`config.mk`:
```
export PLATFORM = sky130hd
export DESIGN_NAME = uart_tx_arbiter
export DESIGN_NICKNAME = d
export VERILOG_FILES = /design/src/rtl/uart_tx_arbiter.sv
export SDC_FILE = /design/constraint.sdc
export NUM_CORES = 1
export LEC_CHECK = 0
export ABC_AREA = 1
export BUFFER_PORTS_ARGS = -buffer_cell sky130_fd_sc_hd__buf_4
export CORE_MARGIN = 4
export CORE_UTILIZATION = 40
export CTS_CLUSTER_SIZE = 8
export DETAILED_ROUTE_END_ITERATION = 8
export GPL_ROUTABILITY_DRIVEN = 0
export PLACE_DENSITY = 0.76
export REMOVE_ABC_BUFFERS = 1
export SLEW_MARGIN = 10
export SYNTH_ARGS = -nofsm -noshare
export SYNTH_HDL_FRONTEND = slang
export SYNTH_SLANG_ARGS = --single-unit
```
`constraint.sdc`:
```
create_clock -name clk -period 4.1 [get_ports clk]
set_clock_uncertainty 0.2 [all_clocks]
set_input_delay 0.82 -clock clk [delete_from_list [all_inputs] [get_ports clk]]
set_output_delay 0.82 -clock clk [all_outputs]
set_load 0.01 [all_outputs]
```
`src/rtl/uart_tx_arbiter.sv`:
```
// -----------------------------------------------------------------------------
// uart_tx_arbiter
//
// Shares one UART byte transmitter among NUM_REQ requesters. A round-robin
// search picks one pending requester, latches its byte and issues a single-cycle
// start. The arbiter then follows the transmitter's busy flag through the
// frame. If busy never rises within ACCEPT_TO cycles, it gives up with a
// timeout pulse.
//
// Ports:
//   clk          system clock, rising edge
//   rst          synchronous active-high reset
//   req          per-requester request level
//   req_data     requester i's byte at [i*DATA_W +: DATA_W]
//   ack          one-hot, one-cycle "byte latched" pulse (during ISSUE)
//   tx_start     one-cycle start pulse to the transmitter (during ISSUE)
//   tx_data      latched byte, held from grant until the next grant
//   tx_busy      transmitter frame in progress
//   active_id    index of the last granted requester
//   err_timeout  one-cycle pulse in the first IDLE cycle after a timeout
//   idle         high while the FSM is in IDLE
// -----------------------------------------------------------------------------
module uart_tx_arbiter #(
   parameter int NUM_REQ   = 4,
   parameter int DATA_W    = 8,
   parameter int ACCEPT_TO = 16
) (
   input  logic                        clk,
   input  logic                        rst,
   input  logic [NUM_REQ-1:0]          req,
   input  logic [NUM_REQ*DATA_W-1:0]   req_data,
   output logic [NUM_REQ-1:0]          ack,
   output logic                        tx_start,
   output logic [DATA_W-1:0]           tx_data,
   input  logic                        tx_busy,
   output logic [$clog2(NUM_REQ)-1:0]  active_id,
   output logic                        err_timeout,
   output logic                        idle
);

   localparam int ID_W  = $clog2(NUM_REQ);
   localparam int CNT_W = $clog2(ACCEPT_TO) + 1;

   typedef enum logic [1:0] {
      ST_IDLE        = 2'd0,
      ST_ISSUE       = 2'd1,
      ST_WAIT_ACCEPT = 2'd2,
      ST_WAIT_DONE   = 2'd3
   } state_t;

   state_t              state_r;
   logic [ID_W-1:0]     rr_ptr_r;
   logic [CNT_W-1:0]    cnt_r;
   logic [NUM_REQ-1:0]  ack_r;
   logic                tx_start_r;
   logic [DATA_W-1:0]   tx_data_r;
   logic [ID_W-1:0]     active_id_r;
   logic                err_timeout_r;

   logic                grant_s;
   logic [ID_W-1:0]     win_id_s;
   logic [ID_W-1:0]     next_ptr_s;

   // Round-robin winner search: scan from rr_ptr upward with wrap. The loop runs
   // from the farthest candidate back to rr_ptr so the nearest set bit wins.
   always_comb begin
      win_id_s = '0;
      for (int k = NUM_REQ - 1; k >= 0; k--) begin
         win_id_s = req[(int'(rr_ptr_r) + k) % NUM_REQ]
                    ? ID_W'((int'(rr_ptr_r) + k) % NUM_REQ)
                    : win_id_s;
      end
   end

   // Grant qualification and the pointer value that follows the winner.
   always_comb begin
      grant_s = (|req) & ~tx_busy;
      if (win_id_s == ID_W'(NUM_REQ - 1)) begin
         next_ptr_s = '0;
      end else begin
         next_ptr_s = win_id_s + {{(ID_W-1){1'b0}}, 1'b1};
      end
   end

   // Arbiter FSM. All outputs are registered here, so req has no combinational
   // path to ack. ack and tx_start are set on the grant edge, so they are
   // high exactly during the ISSUE cycle.
   always_ff @(posedge clk) begin
      if (rst) begin
         state_r       <= ST_IDLE;
         rr_ptr_r      <= '0;
         cnt_r         <= '0;
         ack_r         <= '0;
         tx_start_r    <= 1'b0;
         tx_data_r     <= '0;
         active_id_r   <= '0;
         err_timeout_r <= 1'b0;
      end else begin
         ack_r         <= '0;
         tx_start_r    <= 1'b0;
         err_timeout_r <= 1'b0;
         case (state_r)
            ST_IDLE: begin
               if (grant_s) begin
                  tx_data_r   <= req_data[win_id_s*DATA_W +: DATA_W];
                  active_id_r <= win_id_s;
                  rr_ptr_r    <= next_ptr_s;
                  ack_r       <= {{(NUM_REQ-1){1'b0}}, 1'b1} << win_id_s;
                  tx_start_r  <= 1'b1;
                  state_r     <= ST_ISSUE;
               end else begin
                  state_r <= ST_IDLE;
               end
            end
            ST_ISSUE: begin
               cnt_r   <= '0;
               state_r <= ST_WAIT_ACCEPT;
            end
            ST_WAIT_ACCEPT: begin
               if (tx_busy) begin
                  state_r <= ST_WAIT_DONE;
               end else if (cnt_r == CNT_W'(ACCEPT_TO - 1)) begin
                  // The requester does not get its turn back after a timeout.
                  err_timeout_r <= 1'b1;
                  state_r       <= ST_IDLE;
               end else begin
                  cnt_r <= cnt_r + {{(CNT_W-1){1'b0}}, 1'b1};
               end
            end
            ST_WAIT_DONE: begin
               if (!tx_busy) begin
                  state_r <= ST_IDLE;
               end else begin
                  state_r <= ST_WAIT_DONE;
               end
            end
            default: begin
               state_r <= ST_IDLE;
            end
         endcase
      end
   end

   assign ack         = ack_r;
   assign tx_start    = tx_start_r;
   assign tx_data     = tx_data_r;
   assign active_id   = active_id_r;
   assign err_timeout = err_timeout_r;
   assign idle        = (state_r == ST_IDLE);

endmodule

```
* Word-level counts from Yosys, hierarchy flattened
Cells that the tools add are included.
** Operators by class
- Add/subtract/negate cells :: 5
- Order comparisons :: 4
- Eq/ne operators :: 8
- Shift-type cells :: 2
- Multiplexer cells :: 26
- Bitwise gates (word level) :: 8
- Reductions and logical operators :: 11
** Operators by type and width (count)
- indexed part select 32 x 6 -> 8 bit :: 1
- two-way mux 2 bit :: 8
- < comparator 3 x 4 -> 1 bit (second input constant) :: 3
- two-way mux 1 bit :: 10
- two-way mux 5 bit :: 2
- case mux 5 bit (2 select lines) :: 1
- binary-select mux 1 bit (select 2 bit) :: 4
- case mux 2 bit (4 select lines) :: 1
- OR reduction 2 bit :: 4
- equality test 2 bit (second input constant) :: 3
- OR reduction 3 bit :: 2
- adder 5 x 1 -> 5 bit (second input constant) :: 1
- equality test 5 x 4 -> 1 bit (second input constant) :: 1
- adder 2 x 1 -> 2 bit (second input constant) :: 2
- adder 2 bit (second input constant) :: 2
- inequality test 2 bit (second input constant) :: 2
- NOT 1 bit :: 4
- OR reduction 4 bit :: 1
- << shifter 1 x 2 -> 4 bit (first input constant) :: 1
- AND 1 bit (first input constant) :: 3
- < comparator 2 x 3 -> 1 bit (second input constant) :: 1
- inequality test 3 bit (second input constant) :: 1
- AND reduction 3 bit :: 1
- equality test 2 x 1 -> 1 bit (second input constant) :: 1
- other kinds (4) :: 4
** Word-level totals
- Flip-flop bits (word level) :: 25
- Output and inout bits :: 17
- Word-level logic and storage cells :: 72

* Logic depth before layout (Yosys ltp)
- Depth after elaboration :: 12
- Gate-level depth with buffers :: 15
- Depth with buffers taken out :: 13

* Worst setup path before layout
No wires, ideal clock.
- Kind :: input -> register
- Start point :: in req[3]
- End point :: reg tx_data_r[6] (netlist: tx_data[6])
- Library setup time :: 0.109 ns
- Arrival :: 1.812 ns
- Setup slack :: 1.979 ns
- Cell stages on the path :: 13
- Path buffers :: 1
- Cells stage by stage :: inv_1 > nand2_1 > nand3_1 > nand2_1 > inv_2 > nand2_1 > nand2_2 > buf_2 > nand3_1 > nand3_1 > nand3_1 > nand2_1 > inv_1
** Between the ends
- Longest elaborated chain between the ends :: 8
- Elaborated cells between the ends (all ways) :: 19
- Those cells by class :: shift: 1; mux: 15; bitwise: 1; reduce/logical: 2
** RTL lines
- start, declared :: line 30 : input logic [NUM_REQ-1:0] req,
- binary-select mux 1 bit (select 2 bit) :: line 69 : win_id_s = req[(int'(rr_ptr_r) + k) % NUM_REQ]
- two-way mux 1 bit (not written as such) (2 in series) :: line 69
- two-way mux 2 bit (4 in series) :: line 70 : ? ID_W'((int'(rr_ptr_r) + k) % NUM_REQ)
- indexed part select 32 x 6 -> 8 bit :: line 105 : tx_data_r <= req_data[win_id_s*DATA_W +: DATA_W];
- end signal, assigned :: line 105
- end, declared :: line 56 : logic [DATA_W-1:0] tx_data_r;
Parallel ways exist; a longest one is shown, timed or not. The select of a mux whose other input is x is not followed.
A chain may end at the register's enable or synchronous reset.

* Worst setup path after layout
- Start point :: in req[3]
- End point :: reg tx_data_r[7] (netlist: tx_data[7])
Same word-level chain as after synthesis.

==> results.sh <==
export IMPL_num_rows=21
export IMPL_min_path_type="flop to flop"
export IMPL_critPathSlowestCell="nand2_4"
export IMPL_crit_top_cell="nand2_1"
export IMPL_antenna_found_initial=0
export IMPL_critPathMaxFanout=25
export IMPL_grt_usage_pct=15.1
export IMPL_yosysTopAreaCell="dfxtp_1"
export IMPL_nets=338
export IMPL_die_area_sq_um=4760
export IMPL_crit_arrival_ns=2.31
export IMPL_ios=56
export IMPL_clock_root_buffer="clkbuf_8"
export IMPL_cts_path_max_buffers=2
export IMPL_antenna_left=0
export IMPL_path_buf_inv=4
export IMPL_fin_crit_ns=2.34
export IMPL_antenna_cells=0
export IMPL_fin_cells=342
export IMPL_required_ns=4.07
export IMPL_drtPass1Iterations=4
export IMPL_grt_pass1_wl_um=6240
export IMPL_period_share_pct=57.1
export IMPL_netlist_instances=245
export IMPL_drive_above_1_share_pct=23.0
export IMPL_cts_tree="done"
export IMPL_drt_iter0_drc=72
export IMPL_cts_buffers=3
export IMPL_cts_clk_slew_worst_paths_ns=0.09
export IMPL_critical_path_max_stage_delay_ns=0.31
export IMPL_status="complete, no violations"
export IMPL_grt_pass1_vias=1486
export IMPL_core_sq_um=3470
export IMPL_synth_fa_ha_area_share_pct=1.68
export IMPL_clock_sinks=25
export IMPL_die_y_um=69.0
export IMPL_syn_to_final_growth_pct=31.2
export IMPL_synth_seq_cells=25
export IMPL_drc_errors=0
export IMPL_syn_cell_area_sq_um=1490
export IMPL_die_w_um=69.0
export IMPL_utilization_pct=56.3
export IMPL_htree_levels=1
export IMPL_ff_latch_area_sq_um=500
export IMPL_fmax_mhz=427
export IMPL_end_kind="flop"
export IMPL_syn_area_per_cell_sq_um=6.08
export IMPL_hold_violations=0
export IMPL_slew_limit_headroom_pct=71.3
export IMPL_numPortBuffers=55
export IMPL_holdBufCountCts=0
export IMPL_cts_resized=0
export IMPL_muxShareOfSynthArea_pct=0
export IMPL_finalSetupTns_ns=0
export IMPL_power_density_nw_per_um2=394
export IMPL_synth_simple_area_share_pct=44.1
export IMPL_synth_top_family_by_area="simple AND/OR/NAND/NOR gates"
export IMPL_worst_pin_slew_ns=0.429
export IMPL_final_common_cell="nand2_1"
export IMPL_place_hpwl_um=2810
export IMPL_ys_types=26
export IMPL_dp_cells=338
export IMPL_wl_per_cell_um=10.6
export IMPL_cellLeakagePower_nw=1.08
export IMPL_yosys_warnings=0
export IMPL_overflow=0
export IMPL_fillCellCount=370
export IMPL_crit_type="input port to flop"
export IMPL_crit_chain="buf_4 -> inv_1 -> nand2_1 -> nand3_1 -> nand2_1 -> inv_2 -> nand3_2 -> nand2_4 -> inv_1 -> nand2_1 -> nand3_1 -> nand2_1 -> nor2_1"
export IMPL_final_setup_viol_count=0
export IMPL_layout_common_cells="nand2_1 (74), buf_4 (55), inv_1 (41)"
export IMPL_wl_um=3610
export IMPL_yosys_area_share_xor_xnor_pct=0
export IMPL_clk_latency_ns=0.27
export IMPL_synth_top_area_share_pct=33.6
export IMPL_synth_compound_area_share_pct=5.29
export IMPL_start_util_pct=42.9
export IMPL_cp_start_kind="input port"
export IMPL_rsz0062_at_grt="no"
export IMPL_multi_input_comb_area_sq_um=761
export IMPL_vias=1599
export IMPL_maxSlewViolCount=0
export IMPL_cap_violations=0
export IMPL_path_delay_family="simple AND/OR/NAND/NOR gates"
export IMPL_grt_max_degree=26
export IMPL_yosys_top_cells_area="dfxtp_1 (34%), nand2_1 (19%), nand3_1 (12%)"
export IMPL_cts_setup_buffers=0
export IMPL_synth_seq_area_share_pct=33.6
export IMPL_peakVddDrop_mv=0.250
export IMPL_via_per_inst=4.68
cell usage after synthesis:
master,count
inv_2,4
nor2_1,22
clkinv_1,1
nor2_2,1
nand2_1,74
nand3_2,2
nand3b_1,1
dfxtp_1,25
o21ai_1,2
ha_1,2
and3_1,1
buf_4,2
nand4_1,1
nand3_1,36
o21ai_0,2
buf_2,2
a22oi_1,1
nand2_2,1
a21oi_1,9
buf_6,2
nand2_4,1
nor3_1,6
o22ai_1,1
nor3b_1,3
inv_1,41
clkbuf_1,2
flip-flops by register name (all words and copies together) (netlist names):
signal	flops
tx_data	8
err_timeout	1
active_id	2
cnt_r	5
rr_ptr_r	2
tx_start	1
state_r	2
ack	4
kinds of logic (layout without fill, tap and decap cells):
kind of cell	Yosys count	in the layout
AND/OR/NAND/NOR	149	149
buffers and inverters	54	105
flip-flops	25	25
AO/OA/AOI/OAI	15	15
adder cells (fa/ha/maj)	2	2
final timing paths:
path / startpoint / end / slack (ns) / cells after the start
max: req[3] / tx_data[7] / 1.76 / 13
min: active_id[0] / active_id[0] / 0.28 / 2
max reg2reg: rr_ptr_r[0] / tx_data[5] / 1.89 / 11
min reg2reg: active_id[0] / active_id[0] / 0.28 / 2
layout make-up:
class | count | area share (%)
clock buffers | 3 | 2.11
inverters | 46 | 8.84
multi-input cells | 166 | 38.9
repair buffers | 55 | 21.1
flip-flops and latches | 25 | 25.6
well taps | 46 | 2.95
clock inverters | 1 | 0.384
worst reg2reg max path, stage by stage (launching register included):
cell and delay (ns):
dfxtp_1 0.52, inv_2 0.09, nand2_1 0.09, nand3_1 0.09
nand3_1 0.08, nand2_1 0.05, nand2_1 0.07, nand3_1 0.06
nand2_1 0.33, nand2_1 0.22, nor3b_1 0.25, nor2_1 0.06
stage by stage:
stage          hold slack [ns]  worst slack [ns]  area, sq um  total power, W
2_1_floorplan            0.243              1.84         1430        0.000508
3_3_place_gp             0.263              1.51         1900        0.000617
3_5_place_dp             0.268              1.46         1900        0.000623
4_1_cts                  0.287              1.75         1950        0.000773
5_1_grt                  0.310              1.50         1950        0.000834
6_report                 0.281              1.76         1950        0.000769
power by group:
group          internal, W  total (W)  switching, W  leakage, nW
logic             0.000129   0.000325      0.000197        0.851
registers         0.000271   0.000293     0.0000215        0.205
clock network    0.0000689   0.000151     0.0000818       0.0217
metal layers:
metal	up-vias	GRT usage (%)	wire length, um
met1	685	19.7	1670
met4	0	3.04	30
li1	858	-	-
met2	52	24.2	1600
met3	4	5.38	306
met5	-	0	0
Note: power is estimated with default switching activity, not from simulation.
